[src/rtl/serial_pkg.sv]
// Shared types and line levels for the serial frame transmitter and its matching receiver.
// Contents: tx_state_t FSM encoding, LINE_IDLE (mark level), START_LVL (start-bit level).
// No ports; imported by serial_frame_tx and bit_tick_gen.
package serial_pkg;

  typedef enum logic [2:0] {
    IDLE,
    START,
    DATA,
    PARITY,
    STOP
  } tx_state_t;

  localparam logic LINE_IDLE = 1'b1;
  localparam logic START_LVL = 1'b0;

endpackage

[src/rtl/bit_tick_gen.sv]
// Bit-period counter: counts 0..CLKS_PER_BIT-1 while enabled and wraps; tick_o marks the last
// cycle of each serial bit. Ports: clk, rst (sync, active-high), clr_i (sync clear), en_i (count
// enable), cnt_o (current count), tick_o (last cycle of bit, combinational from the count register).
module bit_tick_gen import serial_pkg::*; #(
  parameter int CLKS_PER_BIT = 4,
  localparam int CW = (CLKS_PER_BIT > 1) ? $clog2(CLKS_PER_BIT) : 1
) (
  input  logic          clk,
  input  logic          rst,
  input  logic          clr_i,
  input  logic          en_i,
  output logic [CW-1:0] cnt_o,
  output logic          tick_o
);

  localparam logic [CW-1:0] LAST_CNT = CW'(CLKS_PER_BIT - 1);

  logic [CW-1:0] cnt_q;

  // With CLKS_PER_BIT=1 the count stays at 0 and every enabled cycle is a tick.
  assign tick_o = en_i && (cnt_q == LAST_CNT);
  assign cnt_o  = cnt_q;

  always_ff @(posedge clk) begin
    if (rst || clr_i) begin
      cnt_q <= '0;
    end else if (en_i) begin
      cnt_q <= tick_o ? '0 : cnt_q + 1'b1;
    end
  end

endmodule

[src/rtl/serial_frame_tx.sv]
// Serial frame transmitter: start bit, DATA_W data bits LSB-first, optional even parity, stop bit,
// each held CLKS_PER_BIT clocks. Ports: clk, rst (sync, active-high), in_data/in_valid/in_ready
// (word handshake, ready only in IDLE), tx_so (serial line, idles high), busy, frame_done (pulse).
module serial_frame_tx import serial_pkg::*; #(
  parameter int DATA_W       = 5,
  parameter int CLKS_PER_BIT = 4,
  parameter int PARITY_EN    = 1
) (
  input  logic              clk,
  input  logic              rst,
  input  logic [DATA_W-1:0] in_data,
  input  logic              in_valid,
  output logic              in_ready,
  output logic              tx_so,
  output logic              busy,
  output logic              frame_done
);

  localparam int BW = $clog2(DATA_W + 1);
  localparam int CW = (CLKS_PER_BIT > 1) ? $clog2(CLKS_PER_BIT) : 1;

  localparam logic [BW-1:0] LAST_BIT = BW'(DATA_W - 1);
  // frame_done is registered, so it is set on the edge that starts the last STOP cycle.
  // When a bit lasts a single clock that edge is the one entering STOP.
  localparam logic          DONE_ON_ENTRY = (CLKS_PER_BIT == 1);
  localparam logic [CW-1:0] PRE_LAST      = CW'((CLKS_PER_BIT > 1) ? CLKS_PER_BIT - 2 : 0);

  tx_state_t         state_q;
  logic [DATA_W-1:0] shift_q;
  logic [DATA_W-1:0] shift_d;
  logic [BW-1:0]     bit_cnt_q;
  logic              parity_q;
  logic              tx_so_q;
  logic              in_ready_q;
  logic              busy_q;
  logic              frame_done_q;

  logic              tick;
  logic [CW-1:0]     tick_cnt;

  // Counter is held at zero in IDLE so the start bit always gets a full bit period.
  bit_tick_gen #(
    .CLKS_PER_BIT (CLKS_PER_BIT)
  ) u_tick (
    .clk    (clk),
    .rst    (rst),
    .clr_i  (state_q == IDLE),
    .en_i   (state_q != IDLE),
    .cnt_o  (tick_cnt),
    .tick_o (tick)
  );

  assign shift_d = shift_q >> 1;

  always_ff @(posedge clk) begin
    if (rst) begin
      state_q      <= IDLE;
      shift_q      <= '0;
      bit_cnt_q    <= '0;
      parity_q     <= 1'b0;
      tx_so_q      <= LINE_IDLE;
      in_ready_q   <= 1'b1;
      busy_q       <= 1'b0;
      frame_done_q <= 1'b0;
    end else begin
      case (state_q)
        IDLE: begin
          frame_done_q <= 1'b0;
          if (in_valid && in_ready_q) begin
            shift_q    <= in_data;
            parity_q   <= ^in_data;
            bit_cnt_q  <= '0;
            state_q    <= START;
            tx_so_q    <= START_LVL;
            in_ready_q <= 1'b0;
            busy_q     <= 1'b1;
          end
        end

        START: begin
          if (tick) begin
            state_q   <= DATA;
            tx_so_q   <= shift_q[0];
            bit_cnt_q <= '0;
          end
        end

        DATA: begin
          if (tick) begin
            if (bit_cnt_q == LAST_BIT) begin
              bit_cnt_q <= '0;
              if (PARITY_EN != 0) begin
                state_q <= PARITY;
                tx_so_q <= parity_q;
              end else begin
                state_q      <= STOP;
                tx_so_q      <= LINE_IDLE;
                frame_done_q <= DONE_ON_ENTRY;
              end
            end else begin
              bit_cnt_q <= bit_cnt_q + 1'b1;
              shift_q   <= shift_d;
              tx_so_q   <= shift_d[0];
            end
          end
        end

        PARITY: begin
          if (tick) begin
            state_q      <= STOP;
            tx_so_q      <= LINE_IDLE;
            frame_done_q <= DONE_ON_ENTRY;
          end
        end

        STOP: begin
          if (tick) begin
            state_q      <= IDLE;
            in_ready_q   <= 1'b1;
            busy_q       <= 1'b0;
            frame_done_q <= 1'b0;
          end else begin
            frame_done_q <= (tick_cnt == PRE_LAST);
          end
        end

        default: begin
          state_q    <= IDLE;
          tx_so_q    <= LINE_IDLE;
          in_ready_q <= 1'b1;
          busy_q     <= 1'b0;
        end
      endcase
    end
  end

  assign in_ready   = in_ready_q;
  assign tx_so      = tx_so_q;
  assign busy       = busy_q;
  assign frame_done = frame_done_q;

endmodule

[config.mk]
export PLATFORM = sky130hd
export DESIGN_NAME = serial_frame_tx
export DESIGN_NICKNAME = d
export VERILOG_FILES = /design/src/rtl/serial_pkg.sv /design/src/rtl/bit_tick_gen.sv /design/src/rtl/serial_frame_tx.sv
export SDC_FILE = /design/constraint.sdc
export NUM_CORES = 1
export LEC_CHECK = 0
export BUFFER_PORTS_ARGS = -buffer_cell sky130_fd_sc_hd__clkbuf_2
export CORE_MARGIN = 2
export CORE_UTILIZATION = 56
export DETAILED_ROUTE_END_ITERATION = 12
export PLACE_DENSITY_LB_ADDON = 0.1
export SLEW_MARGIN = 20
export SYNTH_ARGS = -nofsm -noshare
export SYNTH_HDL_FRONTEND = slang
export SYNTH_SLANG_ARGS = --single-unit
[constraint.sdc]
create_clock -name clk -period 1.6 [get_ports clk]
set_input_delay 0.32 -clock clk [delete_from_list [all_inputs] [get_ports clk]]
set_output_delay 0.32 -clock clk [all_outputs]
set_load 0.1 [all_outputs]
Word-level counts from Yosys, hierarchy flattened

Index checks and enable logic that the tools add are counted.

Register bits after elaboration: 18
Output and inout bits: 4

Add/subtract/negate cells: 2
Equality and inequality tests: 14
Mux-type cells: 28
Bitwise logic cells: 2
Reduce and logical (&&, ||, !) cells: 17

Operators by type and width:

| kind                                                   | number |
|---|---|
| 2-to-1 mux 3 bit                                       | 9 |
| 2-to-1 mux 5 bit                                       | 3 |
| one-hot mux 3 bit (5 select lines)                     | 1 |
| one-hot mux 5 bit (2 select lines)                     | 1 |
| one-hot mux 1 bit (3 select lines)                     | 3 |
| one-hot mux 3 bit (3 select lines)                     | 1 |
| nonzero test 3 bit                                     | 3 |
| 2-to-1 mux 1 bit                                       | 8 |
| inequality test 2 x 1 -> 1 bit (second input constant) | 4 |
| AND reduction 4 bit                                    | 2 |
| == test 3 x 2 -> 1 bit (second input constant)         | 2 |
| == test 3 bit (second input constant)                  | 2 |
| inequality test 2 bit (second input constant)          | 3 |
| AND reduction 6 bit                                    | 1 |
| one-hot mux 1 bit (5 select lines)                     | 1 |
| AND reduction 5 bit                                    | 1 |
| parity 5 bit                                           | 1 |
| == test 2 bit (second input constant)                  | 2 |
| AND reduction 2 bit                                    | 2 |
| adder 3 x 1 -> 3 bit (second input constant)           | 1 |
| == test 3 x 1 -> 1 bit (second input constant)         | 1 |
| zero test 3 bit                                        | 1 |
| AND reduction 3 bit                                    | 1 |
| OR reduction 3 bit                                     | 1 |
| other kinds (6)                                        | 8 |

Longest topological paths before layout

Word-level depth: 4
Gate-level depth with buffers: 6

By module

Synthesis repeated with hierarchy kept, for this count alone.

Cells, all modules: 116
Area, all modules: 1013.5 um2

Modules (own cells, without submodules):

| module          | instances | cells an instance | area each (um2) |
|---|---|---|---|
| serial_frame_tx | 1         | 107               | 912.1 |
| bit_tick_gen    | 1         | 9                 | 101.3 |

Least setup slack after synthesis

OpenSTA, ideal clock, no wires.

Path type: register -> register
Start point: register in_ready_q, in the netlist in_ready
End point: register bit_cnt_q[2]
Arrival: 1.806 ns
Required time: 1.484 ns
Slack: -0.322 ns
Stages on the path, launching flop included: 5
Buffers on the path: 0
Path through: dfxtp_1 > nand4bb_4 > o22ai_2 > a21oi_1 > a41o_1

Longest elaborated chain between the ends: 3

RTL lines:

| item                                   | line                   | RTL |
|---|---|---|
| start, declared                        | serial_frame_tx.sv:34  | `logic in_ready_q;` |
| start signal, assigned                 | serial_frame_tx.sv:62  | `in_ready_q <= 1'b1;` |
| start signal, assigned                 | serial_frame_tx.sv:75  | `in_ready_q <= 1'b0;` |
| start signal, assigned                 | serial_frame_tx.sv:119 | `in_ready_q <= 1'b1;` |
| logical AND 1 bit                      | serial_frame_tx.sv:69  | `if (in_valid && in_ready_q) begin` |
| inequality test 2 bit (no source line) | --                     |  |
| AND reduction 4 bit (no source line)   | --                     |  |
| end signal, assigned                   | serial_frame_tx.sv:101 | `bit_cnt_q <= bit_cnt_q + 1'b1;` |
| end, declared                          | serial_frame_tx.sv:31  | `logic [BW-1:0] bit_cnt_q;` |

Every way passes these cells.
A chain may end at the register's enable or synchronous reset.

Worst setup path in the final report

Start point: register bit_cnt_q[1]
End point: register tx_so_q, in the netlist tx_so

Longest elaborated chain between the ends: 4

RTL lines:

| item                               | line                   | RTL |
|---|---|---|
| == test 3 bit                      | serial_frame_tx.sv:90  | `if (bit_cnt_q == LAST_BIT) begin` |
| 2-to-1 mux 1 bit                   | serial_frame_tx.sv:90  |  |
| 2-to-1 mux 1 bit                   | serial_frame_tx.sv:89  | `if (tick) begin` |
| one-hot mux 1 bit (5 select lines) | serial_frame_tx.sv:66  | `case (state_q)` |
| end signal, assigned               | serial_frame_tx.sv:83  | `tx_so_q <= shift_q[0];` |
| end signal, assigned               | serial_frame_tx.sv:94  | `tx_so_q <= parity_q;` |
| end signal, assigned               | serial_frame_tx.sv:103 | `tx_so_q <= shift_d[0];` |
| end, declared                      | serial_frame_tx.sv:33  | `logic tx_so_q;` |

Every way passes these cells. The select of a mux whose other input is x is not followed.

==> key figures <==
Status
  • Status: finished clean

CTS
  • CTS Buffer Depth: 2
  • Postcts setup bufs: 0
  • Clk Latency, worst-skew pair: about 0.30 ns
  • H-tree depth: 1
  • Clock Sinks: 18
  • Root Driver: clkbuf_4
  • Reg clk slew, reported paths: 0.10 ns
  • CTS tree: built
  • Total CTS buffers: 3

Routing
  • DRC: 0
  • Routed wire length: 2.01 mm
  • Final ANT Viol Nets: 0
  • Iter 0 DRT Violations: 9
  • Vias/cell: 5.43
  • Per-cell routed wire length: 13.2 microns
  • Vias: 825
  • First-pass iteration count of the detailed router: 4

Setup path
  • Slowest CP cell: dfxtp_1
  • Critical path arrival: around 1.7 ns
  • Crit-path max FO: 3
  • Worst r2r path cells: 6
  • Worst-path cell chain: inv_1, ha_1, nand2_1, mux2_2, a221oi_2, a31oi_1
  • Worst path max stage delay: 0.37 ns
  • WP data required: 1.76 ns
  • CP Capture Point: tx_so$_SDFFE_PP1P_
  • Critical path startpoint: bit_cnt_q[1]$_SDFFE_PP0P_
  • Worst setup EP type: flop
  • Startpoint types: flop
  • Reg2reg end: tx_so$_SDFFE_PP1P_
  • Critical R2R Launch: bit_cnt_q[1]$_SDFFE_PP0P_
  • Critical path class: reg2reg
  • Worst R2R Setup Slack: 0.05 ns

Floorplanning
  • Die width: 47.9 microns
  • Core Footprint: 0.00176 sq mm
  • Initial Utilization: 61.3%
  • I/O pin cnt: 12
  • Row count: 15
  • Die area: 0.00230 sq mm
  • Die height: 47.9 microns

Timing
  • Unrepaired setup endpoints after global routing: true
  • Setup WS post-layout: 0.0514 ns
  • Clk_skew: 0.00860 ns
  • Hold Fails Final Rpt: 0
  • Endpoints failing setup: 0
  • Tcrit/Tclk final: between 90 and 100%
  • Max-slew headroom: 63.9%
  • Aggregate negative setup slack: 0 ns
  • Fmax: 646 MHz
  • Worst-Margin Slew: 0.544 ns
  • Final Max Slew Viols: 0
  • Crit path time final: 1.55 ns
  • Hold WS: 0.269 ns

Yosys
  • Number of distinct library cells after synthesis: 43
  • Main synth FF type: dfxtp_1
  • Register area share after synthesis: 33.3%
  • Synth Cell Area: approximately 0.0011 sq mm
  • Syn avg cell area: 9.74 sq um
  • Number of synthesized flops with an enable pin: 0
  • Net Count, Synth: between 100 and 150
  • FF+latch count, synth: 18
  • Yosys warnings: 0
  • Synthesized instance count: 111
  • FFs w/ async S/R, synth: 0%

Cells and area
  • Commonest cells after routing, fill and taps aside: dfxtp_1 (15), nor2_1 (11), clkbuf_2 (11), a21oi_1 (8)
  • Layout cells sized above 1: 36.2%
  • Ant diodes: 0
  • Register area: approximately 360 sq um
  • # fillers: 163
  • Layout Cells excl Fill: 152
  • Final instance area: ~0.0012 sq mm
  • Layout Utilization: 69.2%
  • Final nets: 140
  • Commonest non-fill, non-tap cell in the layout: dfxtp_1
  • Multi-input logic area: 663 sq um
  • Layout Area Growth over Synthesis: 13.0%

Placed design
  • Place WS: 0.0776 ns
  • GP Congestion: 0.744
  • DP HPWL: 1.48 mm
  • Port Buffers: 11
  • Placed cell area: 0.00118 sq mm
  • Placed Cells: around 150

Pwr
  • Sw frac: 32.7%
  • VDD IR max: 0.620 mV
  • Leakage: 0.528 nW
  • Power share of the clock group: 27.0%
  • PnR Total Power: 1.07 mW
  • Sequential power share: 47.4%
  • Comb pwr share: 25.7%
  • Int Pwr: between 0.7 and 0.8 mW
  • NetSw: 0.348 mW
  • Pwr Density: 873 mW/mm^2

Global route
  • First-pass GRT wire length: 3.31 mm
  • Number of global-route vias before repair: about 780
  • Total grt overflow: 0
  • Largest net degree at the start of global routing: 15
  • Initial antenna violation count: 0
  • All-Layer GR Usage: a little over a fifth

Hold path
  • Type of the tightest min-delay check: in2reg

Job
  • Max_cap viols: 0
cells by family (layout without fill, tap and decap cells):
kind of cell | Yosys count | after routing | synth area share (%)
AOI/OAI and AO/OA | 24 | 24 | 19.4
DFF | 18 | 18 | 33.3
muxes | 8 | 8 | 7.52
buffers and inverters | 11 | 27 | 5.67
adders and majority gates | 4 | 4 | 4.63
xor gates and xnor gates | 5 | 5 | 5.32
and+or+nand+nor | 41 | 41 | 24.1
cells in the mapped netlist (all sizes together) (3+ instances only):
cell type	number	share of area [%]
dfxtp	18	33
nor2	15	6.1
a21oi	9	4.5
mux2i	7	6.5
a211oi	5	5.3
buf	5	3.6
inv	5	1.7
nand2	5	2.0
nor3	5	2.8
ha	4	4.6
nand3	4	2.8
nand2b	3	1.7
how the worst min path moves through the flow:
| stage | start | to | slack, ns | cells past startpoint |
|---|---|---|---|---|
| after global routing | in_data[4] | shift_q[4]$_SDFFE_PP0P_ | 0.27 | 3 |
| after CTS | in_data[4] | shift_q[4]$_SDFFE_PP0P_ | 0.27 | 3 |
| after global placement | u_tick.cnt_o[0]$_SDFFE_PP0N_ | u_tick.cnt_o[0]$_SDFFE_PP0N_ | 0.44 | 1 |
| after floorplan | u_tick.cnt_o[0]$_SDFFE_PP0N_ | u_tick.cnt_o[0]$_SDFFE_PP0N_ | 0.43 | 1 |
| final | in_data[4] | shift_q[4]$_SDFFE_PP0P_ | 0.27 | 3 |
| after detailed placement | u_tick.cnt_o[0]$_SDFFE_PP0N_ | u_tick.cnt_o[0]$_SDFFE_PP0N_ | 0.48 | 1 |
what timing repair did:
item                                   in CTS  in global routing
hold buffers                                0                  0
gates resized for setup                     0                  3
setup endpoints to repair                   0                  6
endpoints found under the hold margin       0                  0
registers in the layout, indices dropped and copies added, names as in the netlist:
name	flops
shift_q	5
bit_cnt_q	3
state_q	3
u_tick.cnt_o	2
busy	1
frame_done	1
in_ready	1
parity_q	1
tx_so	1
worst max-delay path, delay by kind of cell (launching register included):
| family | cells | cell delay (ns) |
|---|---|---|
| flops | 1 | 0.37 |
| mux | 1 | 0.34 |
| buf+inv | 1 | 0.05 |
| simple gates | 1 | 0.10 |
| fa+ha+maj | 1 | 0.20 |
| compound gates | 2 | 0.36 |
power by group through the flow:
stage / Combinational, mW / Clock, mW / Sequential, mW
after floorplan: 0.155 / 0 / 0.580
after global placement: 0.267 / 0 / 0.514
after detailed placement: 0.271 / 0 / 0.516
after CTS: 0.274 / 0.292 / 0.505
after global routing: 0.293 / 0.310 / 0.509
final: 0.273 / 0.287 / 0.505
layout make-up:
| type | instances | share of cell area (%) |
|---|---|---|
| clock buffers | 4 | 2.97 |
| repair buffers | 18 | 8.81 |
| inverters | 5 | 1.54 |
| well taps | 25 | 2.56 |
| flip-flops and latches | 18 | 29.8 |
| multi-input cells | 82 | 54.3 |
per-layer routing:
layer  up-vias  routed length (microns)  track usage [%]
met3         4                       62             4.91
li1        424                        -                -
met2        18                      962             34.7
met4         0                       23             8.65
met1       379                      958             25.7
met5         -                        0                0
No activity file was read; power rests on OpenSTA's default activity.
